File: config.mk
export PLATFORM = sky130hd
export DESIGN_NAME = uart_rx
export DESIGN_NICKNAME = d
export VERILOG_FILES = /design/src/rtl/uart_rx_pkg.sv /design/src/rtl/uart_rx_fifo.sv /design/src/rtl/uart_rx.sv
export SDC_FILE = /design/constraint.sdc
export NUM_CORES = 1
export LEC_CHECK = 0
export CORE_MARGIN = 4
export CORE_UTILIZATION = 50
export DETAILED_ROUTE_END_ITERATION = 16
export PLACE_DENSITY = 0.79
export SETUP_SLACK_MARGIN = 0.3
export SLEW_MARGIN = 20
export SYNTH_ARGS = -nofsm -noshare
export SYNTH_HDL_FRONTEND = slang
export SYNTH_SLANG_ARGS = --single-unit
File: constraint.sdc
create_clock -name clk -period 7.2 [get_ports clk]
set_input_delay 0.72 -clock clk [delete_from_list [all_inputs] [get_ports clk]]
set_output_delay 0.72 -clock clk [all_outputs]
set_load 0.02 [all_outputs]
File: src/rtl/uart_rx_pkg.sv
// Shared definitions for the UART receiver: FSM states, register offsets,
// STATUS bit positions and the BAUD_DIV clamp helper.
package uart_rx_pkg;

   typedef enum logic [1:0] {
      ST_IDLE  = 2'd0,
      ST_START = 2'd1,
      ST_DATA  = 2'd2,
      ST_STOP  = 2'd3
   } rx_state_e;

   localparam logic [3:0] OFF_RXDATA   = 4'h0;
   localparam logic [3:0] OFF_STATUS   = 4'h4;
   localparam logic [3:0] OFF_BAUD_DIV = 4'h8;
   localparam logic [3:0] OFF_CTRL     = 4'hC;

   localparam int STAT_DATA_READY = 0;
   localparam int STAT_FULL       = 1;
   localparam int STAT_OVERRUN    = 2;
   localparam int STAT_FRAME_ERR  = 3;
   localparam int STAT_BUSY       = 4;

   localparam logic [15:0] MIN_DIV = 16'd2;

   // A divisor below 2 would make the half-bit wait zero cycles long.
   function automatic logic [15:0] clamp_div(input logic [15:0] v);
      return (v < MIN_DIV) ? MIN_DIV : v;
   endfunction

endpackage

File: src/rtl/uart_rx_fifo.sv
// Small synchronous FIFO holding received bytes; head is visible combinationally.
// A push into a full FIFO is accepted only when a pop happens in the same cycle.
module uart_rx_fifo #(
   parameter int DEPTH = 8,
   parameter int WIDTH = 8
) (
   input  logic             clk,
   input  logic             rst,
   input  logic             push,
   input  logic             pop,
   input  logic [WIDTH-1:0] din,
   output logic [WIDTH-1:0] dout,
   output logic             full,
   output logic             empty
);

   localparam int AW = (DEPTH > 1) ? $clog2(DEPTH) : 1;

   logic [WIDTH-1:0] mem_q [DEPTH];
   logic [AW-1:0]    wr_ptr_q, wr_ptr_d;
   logic [AW-1:0]    rd_ptr_q, rd_ptr_d;
   logic [AW:0]      count_q, count_d;
   logic             do_push, do_pop;

   assign full    = (count_q == (AW+1)'(DEPTH));
   assign empty   = (count_q == '0);
   assign do_pop  = pop && !empty;
   assign do_push = push && (!full || do_pop);
   assign dout    = mem_q[rd_ptr_q];

   always_comb begin
      wr_ptr_d = wr_ptr_q;
      rd_ptr_d = rd_ptr_q;
      count_d  = count_q;
      if (do_push) begin
         wr_ptr_d = (wr_ptr_q == AW'(DEPTH - 1)) ? '0 : wr_ptr_q + 1'b1;
      end
      if (do_pop) begin
         rd_ptr_d = (rd_ptr_q == AW'(DEPTH - 1)) ? '0 : rd_ptr_q + 1'b1;
      end
      case ({do_push, do_pop})
         2'b10:   count_d = count_q + 1'b1;
         2'b01:   count_d = count_q - 1'b1;
         default: count_d = count_q;
      endcase
   end

   always_ff @(posedge clk or posedge rst) begin
      if (rst) begin
         wr_ptr_q <= '0;
         rd_ptr_q <= '0;
         count_q  <= '0;
      end else begin
         wr_ptr_q <= wr_ptr_d;
         rd_ptr_q <= rd_ptr_d;
         count_q  <= count_d;
      end
   end

   always_ff @(posedge clk) begin
      if (do_push) begin
         mem_q[wr_ptr_q] <= din;
      end
   end

endmodule

File: src/rtl/uart_rx.sv
// Memory-mapped 8N1 UART receiver with STATUS/BAUD_DIV/CTRL registers.
// Define UART_RX_FIFO_EN for a FIFO_DEPTH-entry receive FIFO; otherwise one holding byte.
module uart_rx
   import uart_rx_pkg::*;
#(
   parameter int CLK_FREQ   = 50000000,
   parameter int BAUD_RATE  = 115200,
   parameter int FIFO_DEPTH = 8
) (
   input  logic        clk,
   input  logic        rst,
   input  logic [31:0] addr,
   input  logic [31:0] write_data,
   input  logic        write_enable,
   input  logic        read_enable,
   output logic [31:0] read_data,
   output logic        uart_rx_valid,
   input  logic        rx,
   output logic        rx_interrupt
);

   localparam logic [15:0] RESET_DIV = 16'(CLK_FREQ / BAUD_RATE);

   logic        rx_meta_q, rx_sync_q, rx_prev_q;
   rx_state_e   state_q, state_d;
   logic [15:0] cnt_q, cnt_d;
   logic [15:0] div_act_q, div_act_d;
   logic [15:0] baud_div_q, baud_div_d;
   logic [2:0]  bit_cnt_q, bit_cnt_d;
   logic [7:0]  shift_q, shift_d;
   logic        rx_en_q, rx_en_d;
   logic        irq_en_q, irq_en_d;
   logic        overrun_q, overrun_d;
   logic        frame_err_q, frame_err_d;
   logic        irq_q, irq_d;
   logic        rd_prev_q;

   logic [3:0]  offset;
   logic [15:0] half_div;
   logic        rx_fall;
   logic        push_req, frame_err_set, overrun_set;
   logic        push_ok, pop_ok;
   logic        data_ready, full;
   logic [7:0]  head;
   logic        w1c_sel;
   logic [31:0] status_word;
   logic        unused_ok;

   assign offset        = addr[3:0];
   assign half_div      = {1'b0, div_act_q[15:1]};
   assign rx_fall       = rx_prev_q && !rx_sync_q;
   assign uart_rx_valid = read_enable;
   assign rx_interrupt  = irq_q;
   assign unused_ok     = ^{addr[31:4], write_data[31:16], 32'(FIFO_DEPTH)};

   // Two-flop synchronizer plus one extra stage for falling-edge detection.
   always_ff @(posedge clk or posedge rst) begin
      if (rst) begin
         rx_meta_q <= 1'b1;
         rx_sync_q <= 1'b1;
         rx_prev_q <= 1'b1;
      end else begin
         rx_meta_q <= rx;
         rx_sync_q <= rx_meta_q;
         rx_prev_q <= rx_sync_q;
      end
   end

   always_comb begin
      state_d       = state_q;
      cnt_d         = cnt_q;
      div_act_d     = div_act_q;
      bit_cnt_d     = bit_cnt_q;
      shift_d       = shift_q;
      push_req      = 1'b0;
      frame_err_set = 1'b0;
      if (!rx_en_q) begin
         state_d = ST_IDLE;
      end else begin
         case (state_q)
            ST_IDLE: begin
               if (rx_fall) begin
                  state_d   = ST_START;
                  cnt_d     = '0;
                  bit_cnt_d = '0;
                  div_act_d = baud_div_q;
               end
            end
            ST_START: begin
               if (cnt_q == half_div - 16'd1) begin
                  cnt_d   = '0;
                  state_d = rx_sync_q ? ST_IDLE : ST_DATA;
               end else begin
                  cnt_d = cnt_q + 16'd1;
               end
            end
            ST_DATA: begin
               if (cnt_q == div_act_q - 16'd1) begin
                  cnt_d   = '0;
                  shift_d = {rx_sync_q, shift_q[7:1]};
                  if (bit_cnt_q == 3'd7) begin
                     state_d = ST_STOP;
                  end else begin
                     bit_cnt_d = bit_cnt_q + 3'd1;
                  end
               end else begin
                  cnt_d = cnt_q + 16'd1;
               end
            end
            ST_STOP: begin
               if (cnt_q == div_act_q - 16'd1) begin
                  cnt_d         = '0;
                  state_d       = ST_IDLE;
                  push_req      = rx_sync_q;
                  frame_err_set = !rx_sync_q;
               end else begin
                  cnt_d = cnt_q + 16'd1;
               end
            end
            default: state_d = ST_IDLE;
         endcase
      end
   end

   // Only the first cycle of a read strobe pops, so long strobes read once.
   assign pop_ok      = read_enable && !rd_prev_q && (offset == OFF_RXDATA) && data_ready;
   assign push_ok     = push_req && (!full || pop_ok);
   assign overrun_set = push_req && full && !pop_ok;
   assign w1c_sel     = write_enable && (offset == OFF_STATUS);

`ifdef UART_RX_FIFO_EN
   logic fifo_empty;

   uart_rx_fifo #(
      .DEPTH (FIFO_DEPTH),
      .WIDTH (8)
   ) u_fifo (
      .clk   (clk),
      .rst   (rst),
      .push  (push_ok),
      .pop   (pop_ok),
      .din   (shift_q),
      .dout  (head),
      .full  (full),
      .empty (fifo_empty)
   );

   assign data_ready = !fifo_empty;
`else
   logic       hold_valid_q, hold_valid_d;
   logic [7:0] hold_q, hold_d;

   always_comb begin
      hold_valid_d = hold_valid_q;
      hold_d       = hold_q;
      if (push_ok) begin
         hold_valid_d = 1'b1;
         hold_d       = shift_q;
      end else if (pop_ok) begin
         hold_valid_d = 1'b0;
      end
   end

   always_ff @(posedge clk or posedge rst) begin
      if (rst) begin
         hold_valid_q <= 1'b0;
         hold_q       <= '0;
      end else begin
         hold_valid_q <= hold_valid_d;
         hold_q       <= hold_d;
      end
   end

   assign data_ready = hold_valid_q;
   assign full       = hold_valid_q;
   assign head       = hold_q;
`endif

   always_comb begin
      baud_div_d  = baud_div_q;
      rx_en_d     = rx_en_q;
      irq_en_d    = irq_en_q;
      if (write_enable && (offset == OFF_BAUD_DIV)) begin
         baud_div_d = clamp_div(write_data[15:0]);
      end
      if (write_enable && (offset == OFF_CTRL)) begin
         rx_en_d  = write_data[0];
         irq_en_d = write_data[1];
      end
      // A flag raised in the same cycle as its W1C clear stays set.
      overrun_d   = overrun_set   || (overrun_q   && !(w1c_sel && write_data[STAT_OVERRUN]));
      frame_err_d = frame_err_set || (frame_err_q && !(w1c_sel && write_data[STAT_FRAME_ERR]));
      irq_d       = irq_en_q && (data_ready || overrun_q || frame_err_q);
   end

   always_ff @(posedge clk or posedge rst) begin
      if (rst) begin
         state_q     <= ST_IDLE;
         cnt_q       <= '0;
         div_act_q   <= RESET_DIV;
         bit_cnt_q   <= '0;
         shift_q     <= '0;
         baud_div_q  <= RESET_DIV;
         rx_en_q     <= 1'b1;
         irq_en_q    <= 1'b0;
         overrun_q   <= 1'b0;
         frame_err_q <= 1'b0;
         irq_q       <= 1'b0;
         rd_prev_q   <= 1'b0;
      end else begin
         state_q     <= state_d;
         cnt_q       <= cnt_d;
         div_act_q   <= div_act_d;
         bit_cnt_q   <= bit_cnt_d;
         shift_q     <= shift_d;
         baud_div_q  <= baud_div_d;
         rx_en_q     <= rx_en_d;
         irq_en_q    <= irq_en_d;
         overrun_q   <= overrun_d;
         frame_err_q <= frame_err_d;
         irq_q       <= irq_d;
         rd_prev_q   <= read_enable;
      end
   end

   always_comb begin
      status_word                  = '0;
      status_word[STAT_DATA_READY] = data_ready;
      status_word[STAT_FULL]       = full;
      status_word[STAT_OVERRUN]    = overrun_q;
      status_word[STAT_FRAME_ERR]  = frame_err_q;
      status_word[STAT_BUSY]       = (state_q != ST_IDLE);
   end

   always_comb begin
      read_data = '0;
      if (read_enable) begin
         case (offset)
            OFF_RXDATA:   read_data = data_ready ? {24'd0, head} : 32'd0;
            OFF_STATUS:   read_data = status_word;
            OFF_BAUD_DIV: read_data = {16'd0, baud_div_q};
            OFF_CTRL:     read_data = {30'd0, irq_en_q, rx_en_q};
            default:      read_data = '0;
         endcase
      end
   end

endmodule

==> impl_results.html, run 1 <==
<table>
<tr><th>Metric</th><th>Value</th></tr>
<tr><th colspan="2">Synth</th></tr>
<tr><td>Cells after Synth</td><td>roughly 480</td></tr>
<tr><td>Flops &amp; latches, synth</td><td>79</td></tr>
<tr><td>Syn Std Cell Area</td><td>about 0.0047 mm^2</td></tr>
<tr><td>Number of synthesized flops with an enable pin</td><td>0</td></tr>
<tr><td>Share of flip-flops with an asynchronous set or reset</td><td>100%</td></tr>
<tr><td>Mean area per synthesized cell</td><td>9.84 um^2</td></tr>
<tr><td>Cell variety after synth</td><td>59</td></tr>
<tr><td>Total number of yosys warnings</td><td>0</td></tr>
<tr><td>Proportion of synthesized chip area in sequential cells</td><td>between 40% and 50%</td></tr>
<tr><td>Main synth FF type</td><td>dfrtp_1</td></tr>
<tr><th colspan="2">Layout</th></tr>
<tr><td>Highest-count cells in the layout ignoring fill and taps</td><td>65 x dfrtp_1, 47 x mux2_2, 44 x nand2_1</td></tr>
<tr><td>Antenna cells</td><td>0</td></tr>
<tr><td>Number of nets in the layout</td><td>585</td></tr>
<tr><td>Most common cell after layout, fill and taps aside</td><td>dfrtp_1</td></tr>
<tr><td>Fraction of final layout cells sized beyond drive strength 1</td><td>17.6%</td></tr>
<tr><td>Core Util, Final</td><td>58.0%</td></tr>
<tr><td>Area added between synthesis and finish</td><td>13.0%</td></tr>
<tr><td>FILL cells</td><td>just under 800</td></tr>
<tr><th colspan="2">Timing</th></tr>
<tr><td>Max Fclk</td><td>between 0.2 and 0.3 GHz</td></tr>
<tr><td>Pins over their slew limit</td><td>0</td></tr>
<tr><td>Minimum clock period after layout</td><td>3.79 ns</td></tr>
<tr><td>Max-slew headroom</td><td>35.8%</td></tr>
<tr><td>Slew at the pin with the worst max-slew slack</td><td>0.963 ns</td></tr>
<tr><td>Post-route clock skew</td><td>~0.019 ns</td></tr>
<tr><td>Setup repair after global routing missed its margin</td><td>false</td></tr>
<tr><td>Summed negative setup slack over all endpoints</td><td>0 ns</td></tr>
<tr><td>Final worst path period share</td><td>~53%</td></tr>
<tr><td>Total count of hold-check failures in the final report</td><td>0</td></tr>
<tr><td>Count of endpoints failing setup in the final report</td><td>0</td></tr>
<tr><th colspan="2">Pwr</th></tr>
<tr><td>P_sw</td><td>0.639 mW</td></tr>
<tr><td>Leakage power</td><td>2.24 nW</td></tr>
<tr><td>Switch share</td><td>40.4%</td></tr>
<tr><td>Relative contribution of the clock network to total power</td><td>19.8%</td></tr>
<tr><td>Power density over the cells</td><td>295 mW/mm^2</td></tr>
<tr><td>Total internal power</td><td>0.943 mW</td></tr>
<tr><td>Worst vdd rail ir drop</td><td>0.200 mV</td></tr>
<tr><td>Fraction of power consumed by sequential logic</td><td>43.9%</td></tr>
<tr><td>Combinational share of power</td><td>~36%</td></tr>
<tr><th colspan="2">Drt</th></tr>
<tr><td>Average vias per placed instance</td><td>5.73</td></tr>
<tr><td>Wire length reported by the detailed router</td><td>10.9 mm</td></tr>
<tr><td>Antenna Violating Nets Remaining</td><td>0</td></tr>
<tr><td>Vias</td><td>around 3700</td></tr>
<tr><td>Routed length per placed instance</td><td>16.9 um</td></tr>
<tr><td>1st-pass router iterations</td><td>5</td></tr>
<tr><td>Iteration-0 DRC Markers</td><td>279</td></tr>
<tr><td>Post-route DRC violation count</td><td>0</td></tr>
<tr><th colspan="2">Floorplanning</th></tr>
<tr><td>Placeable Area</td><td>0.00924 mm^2</td></tr>
<tr><td>Number of I/O pins</td><td>~100</td></tr>
<tr><td>Die area</td><td>roughly 0.011 mm^2</td></tr>
<tr><td>Height of the die</td><td>around 110 um</td></tr>
<tr><td>Chip width</td><td>105 um</td></tr>
<tr><td>Initial standard-cell utilization of the core</td><td>51.3%</td></tr>
<tr><td>Std-Cell Rows</td><td>35</td></tr>
<tr><th colspan="2">Setup path</th></tr>
<tr><td>CP Data Arrival Time</td><td>3.07 ns</td></tr>
<tr><td>Type of the worst setup path</td><td>in -&gt; out</td></tr>
<tr><td>Critical path fanouts, max</td><td>9</td></tr>
<tr><td>Critical Path RT</td><td>6.48 ns</td></tr>
<tr><td>Critical path capture point type</td><td>primary output</td></tr>
<tr><td>Critical Path Start Type</td><td>primary input</td></tr>
<tr><th colspan="2">CTS</th></tr>
<tr><td>Maximum level of the CTS H-tree</td><td>3</td></tr>
<tr><td>Hold buffer count at CTS</td><td>0</td></tr>
<tr><td>Cts bufs inserted</td><td>9</td></tr>
<tr><td>Clock latency at the later pin of the worst-skew pair</td><td>0.35 ns</td></tr>
<tr><td>Number of clock sinks seen by CTS</td><td>between 70 and 80</td></tr>
<tr><td>Clock tree from TritonCTS</td><td>done</td></tr>
<tr><td>Maximum buffer depth of the clock tree</td><td>2</td></tr>
<tr><td>Root buffer cell</td><td>clkbuf_8</td></tr>
<tr><td>Register clock-pin slew on the reported worst setup and hold paths</td><td>0.09 ns</td></tr>
<tr><td>Post-CTS resize count</td><td>0</td></tr>
<tr><td>Number of buffers inserted to repair setup after CTS</td><td>0</td></tr>
<tr><th colspan="2">Global route</th></tr>
<tr><td>Wire length of the first global-routing pass</td><td>18.0 mm</td></tr>
<tr><td>Overall overflow remaining after global route</td><td>0</td></tr>
<tr><td>Pin count of the biggest net entering global routing</td><td>80</td></tr>
<tr><td>Gr usage total</td><td>20.0%</td></tr>
<tr><td>Vias in the first global route</td><td>3585</td></tr>
<tr><td>Initial antenna violation count</td><td>0</td></tr>
<tr><th colspan="2">Flow run</th></tr>
<tr><td>Max_cap viols</td><td>0</td></tr>
<tr><th colspan="2">Placed design</th></tr>
<tr><td>RD Place Congestion</td><td>0.970</td></tr>
<tr><td>Number of port buffers</td><td>42</td></tr>
<tr><td>DP HPWL</td><td>~8.0 mm</td></tr>
<tr><th colspan="2">Run status</th></tr>
<tr><td>Result of the run</td><td>finished, final reports clean</td></tr>
<tr><th colspan="2">Min path</th></tr>
<tr><td>Worst hold-check path type</td><td>reg -&gt; reg</td></tr>
</table>
-- kinds of logic after synthesis --
kind of cell	after synthesis	synth area share [%]
AOI/OAI and AO/OA	76	10.7
adders and majority gates	5	1.32
xor gates and xnor gates	55	10.2
and+or+nand+nor	162	18.1
DFF	79	42.0
muxes	50	11.8
buffers and inverters	54	5.88
other	1	0.0791
-- per-stage QoR --
step                      setup WS (ns)  std cells  power, mW  hold WS (ns)  area, um^2
after CTS                          3.28        644       1.58         0.369        5350
after floorplan                    4.11        497       1.12         0.345        4800
after global routing               3.30        645       1.69         0.377        5360
after global placement             3.41        628       1.24         0.347        5160
final                              3.41        645       1.58         0.367        5360
after detailed placement           3.27        628       1.26         0.349        5160
-- power groups by stage --
| stage | sequential (mW) | combinational (mW) | clock, mW |
|---|---|---|---|
| global route | 0.710 | 0.633 | 0.343 |
| CTS | 0.687 | 0.568 | 0.321 |
| floorplan | 0.601 | 0.523 | 0 |
| global placement | 0.692 | 0.546 | 0 |
| finish | 0.695 | 0.574 | 0.314 |
| detailed placement | 0.696 | 0.565 | 0 |
-- state kept, by name, indices dropped and copies added (netlist names) --
| register | flops |
|---|---|
| baud_div_q | 16 |
| cnt_q | 16 |
| div_act_q | 16 |
| head | 8 |
| shift_q | 8 |
| bit_cnt_q | 3 |
| state_q | 2 |
| data_ready | 1 |
| frame_err_q | 1 |
| irq_en_q | 1 |
| overrun_q | 1 |
| rd_prev_q | 1 |
| rx_en_q | 1 |
| rx_interrupt | 1 |
| rx_meta_q | 1 |
| rx_prev_q | 1 |
| rx_sync_q | 1 |
-- cell type report --
cell class	count	area (um^2)	share of cell area (%)
multi-input combinational	364	2530	47.1
sequential	79	1990	37.2
timing repair buffer	45	443	8.27
tap	129	161	3.01
clock buffer	10	138	2.57
clock inverter	6	51.3	0.957
inverter	12	45.0	0.841
-- routing by layer --
metal  routed length [um]  share of wire (%)  track usage [%]
met4                  187                1.7             6.75
met1                 4780                 44             27.3
met2                 5280                 48             32.3
met5                    0                  0                0
met3                  683                6.2             3.37
-- synthesized netlist by cell type (2+ instances only) --
master | count | share of area, %
dfrtp_1 | 65 | 34
mux2_2 | 47 | 11
nand2_1 | 44 | 3.5
nor2_1 | 32 | 2.5
xor2_1 | 31 | 5.7
xnor2_1 | 24 | 4.4
a21oi_1 | 21 | 2.2
clkbuf_1 | 20 | 1.6
buf_4 | 17 | 2.7
dfstp_2 | 14 | 7.8
o21ai_0 | 14 | 1.5
inv_1 | 12 | 0.95
nand4_1 | 12 | 1.6
nand3_1 | 10 | 1.1
nor4_1 | 10 | 1.3
and2_1 | 9 | 1.2
nor3_1 | 8 | 0.84
a22oi_1 | 7 | 1.1
a31oi_1 | 6 | 0.79
ha_1 | 5 | 1.3
nand2b_1 | 5 | 0.66
and3_1 | 4 | 0.53
nand3b_1 | 4 | 0.63
or2_2 | 4 | 0.53
or3_1 | 4 | 0.53
a311oi_1 | 3 | 0.55
buf_2 | 3 | 0.32
mux2i_1 | 3 | 0.63
nor3b_1 | 3 | 0.47
o211ai_1 | 3 | 0.47
a211o_1 | 2 | 0.37
a221oi_1 | 2 | 0.37
a222oi_1 | 2 | 0.42
and4_1 | 2 | 0.37
nor2b_1 | 2 | 0.26
o21bai_1 | 2 | 0.32
o31ai_1 | 2 | 0.32
or3b_2 | 2 | 0.37
or4_1 | 2 | 0.32
-- worst max-delay path, cell delays in order --
cell,delay (ns)
clkdlybuf4s50_1,0.61
nand2b_1,0.12
nor3_1,0.56
a22oi_1,0.22
a21oi_1,0.20
clkdlybuf4s50_1,0.63
-- final timing paths --
kind,endpoint,slack (ns),from,depth (start not counted)
worst max-delay path,read_data[3],3.41,addr[3],6
worst min-delay path,rx_sync_q,0.37,rx_meta_q,0
worst max register to register,head[4],3.64,div_act_q[2],9
worst min register to register,rx_sync_q,0.37,rx_meta_q,0
max in group asynchronous,cnt_q[4],5.59,rst,3
min in group asynchronous,baud_div_q[9],0.97,rst,3
Power figures use the tool's default switching activity.
==> run 2: changes to the inputs <==
- clock period: 7.2 -> 3.68 ns (I/O delays scaled with it)
==> run 2 against run 1 <==
  * Die area stayed put
  * Sequential cell count is the same
  * Global-route usage is 0.80 points higher
  * Clock-buffer cell count is the same
  * Critical path depth up 4
  * Via count is 3.0% higher
  * Power grew 110%
  * First-iteration DRC count decreased by 9.7%
  * Combinational power rose by 110%
  * Final cell count rose by 1.6%
==> impl_results.html, run 2 (same netlist as run 1, synthesis figures left out) <==
<table>
<tr><th>Metric</th><th>Value</th></tr>
<tr><th colspan="2">Drt</th></tr>
<tr><td>Antenna Violating Nets Remaining</td><td>0 (unchanged)</td></tr>
<tr><td>Vias</td><td>3804 (+3.0%)</td></tr>
<tr><td>Routed length per placed instance</td><td>17.1 um (+0.65%)</td></tr>
<tr><td>Post-route DRC violation count</td><td>0 (unchanged)</td></tr>
<tr><td>Wire length reported by the detailed router</td><td>11.2 mm (+2.2%)</td></tr>
<tr><td>Routed metal-1 wire length</td><td>4.73 mm (-0.90%)</td></tr>
<tr><td>Met3 layer wire length in the routed design</td><td>682 um (-0.15%)</td></tr>
<tr><td>Average vias per placed instance</td><td>5.81 (+1.4%)</td></tr>
<tr><td>Met2 wire len</td><td>5.29 mm (+0.25%)</td></tr>
<tr><td>Highest routed layer</td><td>met4</td></tr>
<tr><td>1st-pass router iterations</td><td>5 (unchanged)</td></tr>
<tr><td>Iteration-0 DRC Markers</td><td>252 (-9.7%)</td></tr>
<tr><th colspan="2">Floorplanning</th></tr>
<tr><td>Initial standard-cell utilization of the core</td><td>51.3% (unchanged)</td></tr>
<tr><td>Chip width</td><td>105 um (unchanged)</td></tr>
<tr><td>Height of the die</td><td>105 um (unchanged)</td></tr>
<tr><td>Std-Cell Rows</td><td>35 (unchanged)</td></tr>
<tr><td>Placeable Area</td><td>0.00924 mm^2 (unchanged)</td></tr>
<tr><td>Number of I/O pins</td><td>103 (unchanged)</td></tr>
<tr><td>Die area</td><td>0.0111 mm^2 (unchanged)</td></tr>
<tr><th colspan="2">CTS</th></tr>
<tr><td>Clock tree from TritonCTS</td><td>done</td></tr>
<tr><td>Maximum buffer depth of the clock tree</td><td>2 (unchanged)</td></tr>
<tr><td>Cts bufs inserted</td><td>9 (unchanged)</td></tr>
<tr><td>Clock latency at the later pin of the worst-skew pair</td><td>0.36 ns (about the same)</td></tr>
<tr><td>Root buffer cell</td><td>clkbuf_8</td></tr>
<tr><td>Register clock-pin slew on the reported worst setup and hold paths</td><td>0.09 ns (about the same)</td></tr>
<tr><td>Maximum level of the CTS H-tree</td><td>3 (unchanged)</td></tr>
<tr><td>Number of clock sinks seen by CTS</td><td>79 (unchanged)</td></tr>
<tr><th colspan="2">Timing</th></tr>
<tr><td>Pins over their slew limit</td><td>0 (unchanged)</td></tr>
<tr><td>Max Fclk</td><td>0.316 GHz</td></tr>
<tr><td>Final worst path period share</td><td>85.9%</td></tr>
<tr><td>Setup repair after global routing missed its margin</td><td>false</td></tr>
<tr><td>Slew at the pin with the worst max-slew slack</td><td>0.808 ns (-0.155 ns)</td></tr>
<tr><td>Total count of hold-check failures in the final report</td><td>0 (unchanged)</td></tr>
<tr><td>Count of endpoints failing setup in the final report</td><td>0 (unchanged)</td></tr>
<tr><td>Minimum clock period after layout</td><td>3.16 ns</td></tr>
<tr><td>Max-slew headroom</td><td>46.0% (+10 points)</td></tr>
<tr><td>Post-route clock skew</td><td>0.0147 ns (-0.00477 ns)</td></tr>
<tr><td>Summed negative setup slack over all endpoints</td><td>0 ns (unchanged)</td></tr>
<tr><th colspan="2">Setup path</th></tr>
<tr><td>Number of cells on the worst reg-to-reg path</td><td>10 (+1)</td></tr>
<tr><td>Critical Path RT</td><td>3.93 ns (-2.55 ns)</td></tr>
<tr><td>Flop-to-flop setup slack</td><td>0.52 ns (-3.12 ns)</td></tr>
<tr><td>Critical path fanouts, max</td><td>9 (unchanged)</td></tr>
<tr><td>Type of the worst setup path</td><td>reg -&gt; reg</td></tr>
<tr><td>Crit Reg-Reg Endpoint</td><td>head[7]</td></tr>
<tr><td>Critical path capture point type</td><td>register</td></tr>
<tr><td>Critical Path Start Type</td><td>register</td></tr>
<tr><td>Reg2Reg Launch Point</td><td>div_act_q[1]</td></tr>
<tr><td>CP Data Arrival Time</td><td>3.41 ns (+0.34 ns)</td></tr>
<tr><th colspan="2">Layout</th></tr>
<tr><td>Filler-free cell count of the finished design</td><td>655 (+1.6%)</td></tr>
<tr><td>Antenna cells</td><td>0 (unchanged)</td></tr>
<tr><td>Highest-count cells in the layout ignoring fill and taps</td><td>65 x dfrtp_1, 47 x mux2_2, 44 x nand2_1</td></tr>
<tr><td>Number of nets in the layout</td><td>595 (+1.7%)</td></tr>
<tr><td>Area added between synthesis and finish</td><td>16.0%</td></tr>
<tr><td>Largest regs</td><td>baud_div_q x16, cnt_q x16, div_act_q x16</td></tr>
<tr><td>Fraction of final layout cells sized beyond drive strength 1</td><td>19.6% (+1.9 points)</td></tr>
<tr><td>Core Util, Final</td><td>59.5% (+1.5 points)</td></tr>
<tr><td>Most common cell after layout, fill and taps aside</td><td>dfrtp_1</td></tr>
<tr><th colspan="2">Pwr</th></tr>
<tr><td>Power density over the cells</td><td>592 mW/mm^2 (+100%)</td></tr>
<tr><td>Worst vdd rail ir drop</td><td>0.367 mV (+83%)</td></tr>
<tr><td>Leakage power</td><td>2.31 nW (+3.0%)</td></tr>
<tr><th colspan="2">Run status</th></tr>
<tr><td>Result of the run</td><td>finished, final reports clean</td></tr>
<tr><th colspan="2">Global route</th></tr>
<tr><td>Overall overflow remaining after global route</td><td>0 (unchanged)</td></tr>
<tr><td>Gr usage total</td><td>20.8% (+0.80 points)</td></tr>
<tr><td>Pin count of the biggest net entering global routing</td><td>50 (-38%)</td></tr>
<tr><td>Initial antenna violation count</td><td>0 (unchanged)</td></tr>
<tr><td>Wire length of the first global-routing pass</td><td>18.6 mm (+3.5%)</td></tr>
<tr><td>Vias in the first global route</td><td>3749 (+4.6%)</td></tr>
<tr><th colspan="2">Placed design</th></tr>
<tr><td>Number of port buffers</td><td>42 (unchanged)</td></tr>
<tr><td>RD Place Congestion</td><td>0.903 (-7.0%)</td></tr>
<tr><td>Number of placed instances with taps included</td><td>638 (+1.6%)</td></tr>
<tr><td>DP HPWL</td><td>8.28 mm (+3.1%)</td></tr>
<tr><th colspan="2">Min path</th></tr>
<tr><td>Worst hold-check path type</td><td>in -&gt; async</td></tr>
<tr><th colspan="2">Flow run</th></tr>
<tr><td>Max_cap viols</td><td>0 (unchanged)</td></tr>
</table>
run 2: worst max-delay path by stage:
stage | from | endpoint | slack (ns) | depth (start not counted)
final | div_act_q[1] | head[7] | 0.52 | 10
after global routing | div_act_q[0] | head[5] | 0.32 | 10
after CTS | div_act_q[4] | head[5] | 0.30 | 7
after detailed placement | div_act_q[1] | head[7] | 0.31 | 9
after global placement | div_act_q[4] | head[5] | 0.37 | 7
after floorplan | div_act_q[2] | head[0] | 0.59 | 11
run 2: stage by stage:
| step | instance area, um^2 | hold WS [ns] | worst slack (ns) | power (mW) |
|---|---|---|---|---|
| global route | 5500 | 0.171 | 0.322 | 3.47 |
| global placement | 5240 | 0.347 | 0.368 | 2.47 |
| detailed placement | 5240 | 0.347 | 0.315 | 2.51 |
| finish | 5500 | 0.170 | 0.518 | 3.26 |
| CTS | 5460 | 0.164 | 0.302 | 3.23 |
| floorplan | 4800 | 0.345 | 0.587 | 2.20 |
run 2: critical path, stage by stage (launching register included):
cell and delay [ns]:
dfstp_2 0.59, inv_1 0.08, ha_1 0.31, or3b_2 0.46
o21ai_0 0.08, o2111ai_1 0.14, nor4_2 0.37, nand4_4 0.26
nor3b_4 0.27, buf_12 0.15, mux2_2 0.33
run 2: cell type report:
type | count | area, um^2
fillers | 760 | 3740
multi-input cells | 364 | 2550
repair buffers | 55 | 531
clock buffers | 10 | 128
well taps | 129 | 161
clock inverters | 6 | 93.8
inverters | 12 | 45.0
flip-flops and latches | 79 | 1990
run 2: power by group:
part           internal [mW]  leakage [nW]  switching, mW
Sequential              1.05          1.01          0.299
Combinational          0.556          1.19          0.630
Clock                  0.387         0.107          0.331
Total                   2.00          2.31           1.26
run 2: metal layers:
layer  up-vias  global-route usage (%)
met5         -                       0
met4         0                    10.8
met3        38                    3.43
met2       169                    32.8
met1      1844                    27.5
li1       1753                       -
run 2: what timing repair did:
| action | in CTS | in global routing |
|---|---|---|
| endpoints found under the setup margin | 0 | 27 |
| setup buffers | 0 | 1 |
| gates resized for setup | 0 | 4 |
| hold buffers | 0 | 0 |
==> run 3: changes to the inputs <==
- CORE_UTILIZATION: 50 -> 40
- PLACE_DENSITY: 0.79 -> 0.65
==> run 3 against run 2 <==
  * Clock skew is 0.0067 ns lower
  * Core utilization is 11 points lower
  * Via count is 2.6% lower
  * Sequential cell count stayed put
  * Combinational power hardly changed
  * Clock-buffer cell count stayed put
  * Fmax is 1.8% lower
  * Largest power group unchanged
==> impl_results.html, run 3 (same netlist as run 1, synthesis figures left out) <==
<table>
<tr><th>Metric</th><th>Value</th></tr>
<tr><th colspan="2">Run status</th></tr>
<tr><td>Result of the run</td><td>finished, final reports clean</td></tr>
<tr><th colspan="2">Placed design</th></tr>
<tr><td>RD Place Congestion</td><td>0.914 (+1.3%)</td></tr>
<tr><td>Number of port buffers</td><td>42 (unchanged)</td></tr>
<tr><td>DP HPWL</td><td>8.32 mm (+0.57%)</td></tr>
<tr><td>Placed cell areas</td><td>0.00525 mm^2 (+0.19%)</td></tr>
<tr><th colspan="2">Drt</th></tr>
<tr><td>Routed length per placed instance</td><td>16.9 um (-1.1%)</td></tr>
<tr><td>Post-route DRC violation count</td><td>0 (unchanged)</td></tr>
<tr><td>Average vias per placed instance</td><td>5.55 (-4.5%)</td></tr>
<tr><td>Antenna Violating Nets Remaining</td><td>0 (unchanged)</td></tr>
<tr><td>Wire length reported by the detailed router</td><td>11.3 mm (+0.82%)</td></tr>
<tr><td>Vias</td><td>3705 (-2.6%)</td></tr>
<tr><td>Iteration-0 DRC Markers</td><td>148 (-41%)</td></tr>
<tr><td>1st-pass router iterations</td><td>5 (unchanged)</td></tr>
<tr><th colspan="2">Flow run</th></tr>
<tr><td>Max_cap viols</td><td>0 (unchanged)</td></tr>
<tr><th colspan="2">Min path</th></tr>
<tr><td>Worst hold-check path type</td><td>in -&gt; async</td></tr>
<tr><th colspan="2">Setup path</th></tr>
<tr><td>Flop-to-flop setup slack</td><td>0.46 ns (-0.06 ns)</td></tr>
<tr><td>Largest delay contributor family on the critical path</td><td>simple AND/OR/NAND/NOR gates</td></tr>
<tr><td>Critical path capture point type</td><td>register</td></tr>
<tr><td>CP Data Arrival Time</td><td>3.44 ns (+0.03 ns)</td></tr>
<tr><td>Highest-delay cell along the critical path</td><td>nor4_1</td></tr>
<tr><td>Critical-path cell list</td><td>nor4_1 -&gt; nand3b_1 -&gt; xnor2_1 -&gt; nor4_2 -&gt; nand4_4 -&gt; nor3b_4 -&gt; buf_12 -&gt; mux2_2</td></tr>
<tr><td>Critical path fanouts, max</td><td>12 (+3)</td></tr>
<tr><td>Crit Reg-Reg Endpoint</td><td>head[7]</td></tr>
<tr><td>Critical Path Start Type</td><td>register</td></tr>
<tr><td>Critical Path RT</td><td>3.90 ns (-0.03 ns)</td></tr>
<tr><td>Number of cells on the worst reg-to-reg path</td><td>8 (-2)</td></tr>
<tr><td>Type of the worst setup path</td><td>reg -&gt; reg</td></tr>
<tr><td>Largest stage delay on the critical path</td><td>0.92 ns (+0.33 ns)</td></tr>
<tr><td>Number of buffers and inverters on the critical path</td><td>1 (-1)</td></tr>
<tr><td>Reg2Reg Launch Point</td><td>div_act_q[4]</td></tr>
<tr><th colspan="2">CTS</th></tr>
<tr><td>Clock latency at the later pin of the worst-skew pair</td><td>0.33 ns (-0.03 ns)</td></tr>
<tr><td>Cts bufs inserted</td><td>9 (unchanged)</td></tr>
<tr><td>Number of clock sinks seen by CTS</td><td>79 (unchanged)</td></tr>
<tr><td>Register clock-pin slew on the reported worst setup and hold paths</td><td>0.06 ns (-0.03 ns)</td></tr>
<tr><td>Maximum level of the CTS H-tree</td><td>3 (unchanged)</td></tr>
<tr><td>Maximum buffer depth of the clock tree</td><td>2 (unchanged)</td></tr>
<tr><td>Root buffer cell</td><td>clkbuf_16</td></tr>
<tr><td>Clock tree from TritonCTS</td><td>done</td></tr>
<tr><th colspan="2">Timing</th></tr>
<tr><td>Post-route clock skew</td><td>0.00797 ns (-0.00669 ns)</td></tr>
<tr><td>Count of endpoints failing setup in the final report</td><td>0 (unchanged)</td></tr>
<tr><td>Final worst path period share</td><td>87.5% (+1.6 points)</td></tr>
<tr><td>Minimum clock period after layout</td><td>3.22 ns (+0.0594 ns)</td></tr>
<tr><td>Max Fclk</td><td>0.310 GHz (-1.8%)</td></tr>
<tr><td>Pins over their slew limit</td><td>0 (unchanged)</td></tr>
<tr><td>Setup repair after global routing missed its margin</td><td>true</td></tr>
<tr><td>Total count of hold-check failures in the final report</td><td>0 (unchanged)</td></tr>
<tr><td>Max-slew headroom</td><td>29.8% (-16 points)</td></tr>
<tr><td>Summed negative setup slack over all endpoints</td><td>0 ns (unchanged)</td></tr>
<tr><td>Slew at the pin with the worst max-slew slack</td><td>1.04 ns (+0.236 ns)</td></tr>
<tr><th colspan="2">Layout</th></tr>
<tr><td>FILL cells</td><td>1065 (+40%)</td></tr>
<tr><td>Fraction of final layout cells sized beyond drive strength 1</td><td>19.4% (-0.15 points)</td></tr>
<tr><td>Largest regs</td><td>baud_div_q x16, cnt_q x16, div_act_q x16</td></tr>
<tr><td>Storage element area</td><td>0.00199 mm^2 (unchanged)</td></tr>
<tr><td>Most common cell after layout, fill and taps aside</td><td>dfrtp_1</td></tr>
<tr><td>Final Instance Area</td><td>0.00560 mm^2 (+1.8%)</td></tr>
<tr><td>Multi-input gate area in the final layout</td><td>0.00254 mm^2 (-0.25%)</td></tr>
<tr><td>Number of nets in the layout</td><td>594 (-0.17%)</td></tr>
<tr><td>Highest-count cells in the layout ignoring fill and taps</td><td>65 x dfrtp_1, 47 x mux2_2, 44 x nand2_1</td></tr>
<tr><td>Antenna cells</td><td>0 (unchanged)</td></tr>
<tr><td>Area added between synthesis and finish</td><td>18.0%</td></tr>
<tr><th colspan="2">Floorplanning</th></tr>
<tr><td>Initial standard-cell utilization of the core</td><td>41.2% (-10 points)</td></tr>
<tr><td>Die area</td><td>0.0137 mm^2 (+23%)</td></tr>
<tr><td>Placeable Area</td><td>0.0115 mm^2 (+25%)</td></tr>
<tr><td>Std-Cell Rows</td><td>39 (+11%)</td></tr>
<tr><td>Number of I/O pins</td><td>103 (unchanged)</td></tr>
<tr><td>Chip width</td><td>117 um (+11%)</td></tr>
<tr><td>Height of the die</td><td>117 um (+11%)</td></tr>
<tr><th colspan="2">Global route</th></tr>
<tr><td>Initial antenna violation count</td><td>0 (unchanged)</td></tr>
<tr><td>Gr usage total</td><td>17.0% (-3.8 points)</td></tr>
<tr><td>Pin count of the biggest net entering global routing</td><td>68 (+36%)</td></tr>
<tr><td>Vias in the first global route</td><td>3626 (-3.3%)</td></tr>
<tr><td>Overall overflow remaining after global route</td><td>0 (unchanged)</td></tr>
<tr><td>Wire length of the first global-routing pass</td><td>18.4 mm (-1.0%)</td></tr>
<tr><th colspan="2">Pwr</th></tr>
<tr><td>Power density over the cells</td><td>622 mW/mm^2 (+5.1%)</td></tr>
<tr><td>Leakage power</td><td>2.35 nW (+1.6%)</td></tr>
<tr><td>Worst vdd rail ir drop</td><td>0.312 mV (-15%)</td></tr>
</table>
==> run 3: cell types whose count changed in the layout (fill, tap and decap cells not counted), moves of 2 or more <==
cell,change
clkbuf_16,+9
clkbuf_8,-8
clkinv_4,-2
inv_8,+2
==> run 3: how the worst max path moves through the flow <==
| stage | slack (ns) | cells past startpoint | to | start |
|---|---|---|---|---|
| CTS | 0.31 | 9 | head[7] | div_act_q[1] |
| global placement | 0.28 | 9 | head[2] | div_act_q[1] |
| floorplan | 0.59 | 11 | head[0] | div_act_q[2] |
| global route | 0.28 | 10 | head[6] | div_act_q[0] |
| finish | 0.46 | 8 | head[7] | div_act_q[4] |
| detailed placement | 0.31 | 9 | head[3] | div_act_q[1] |
==> run 3: metal layers <==
layer / part of all wire [%] / GRT usage [%] / vias up
met2: 48 / 27.8 / 91
met3: 3.6 / 2.78 / 13
met1: 47 / 23.8 / 1843
met4: 1.3 / 4.20 / 0
met5: 0 / 0 / -
li1: - / - / 1758
==> run 3: metrics by stage <==
step	utilization, %	hold slack (ns)	setup slack (ns)	std cells	total power [mW]
finish	48.6	0.276	0.459	668	3.48
global route	48.6	0.298	0.281	668	3.68
CTS	48.3	0.276	0.314	667	3.47
detailed placement	45.6	0.347	0.315	651	2.53
global placement	45.6	0.347	0.279	651	2.49
floorplan	-	0.345	0.587	497	2.20
==> run 3: layout make-up <==
| cell class | instances | area share [%] |
|---|---|---|
| clock buffers | 10 | 4.27 |
| flip-flops and latches | 79 | 35.6 |
| inverters | 12 | 0.804 |
| multi-input cells | 364 | 45.4 |
| well taps | 143 | 3.20 |
| repair buffers | 54 | 9.34 |
| clock inverters | 6 | 1.36 |
==> run 3: power breakdown <==
group	switching, mW	internal (mW)
combinational	0.646	0.559
sequential	0.287	1.06
clock	0.380	0.556
total	1.31	2.17
==> run 3: timing repair <==
item | in CTS | in global routing
endpoints found under the setup margin | 3 | 19
gates resized for setup | 0 | 3
pin swaps | 1 | 1
hold buffers | 0 | 0
buffers inserted | 0 | 1
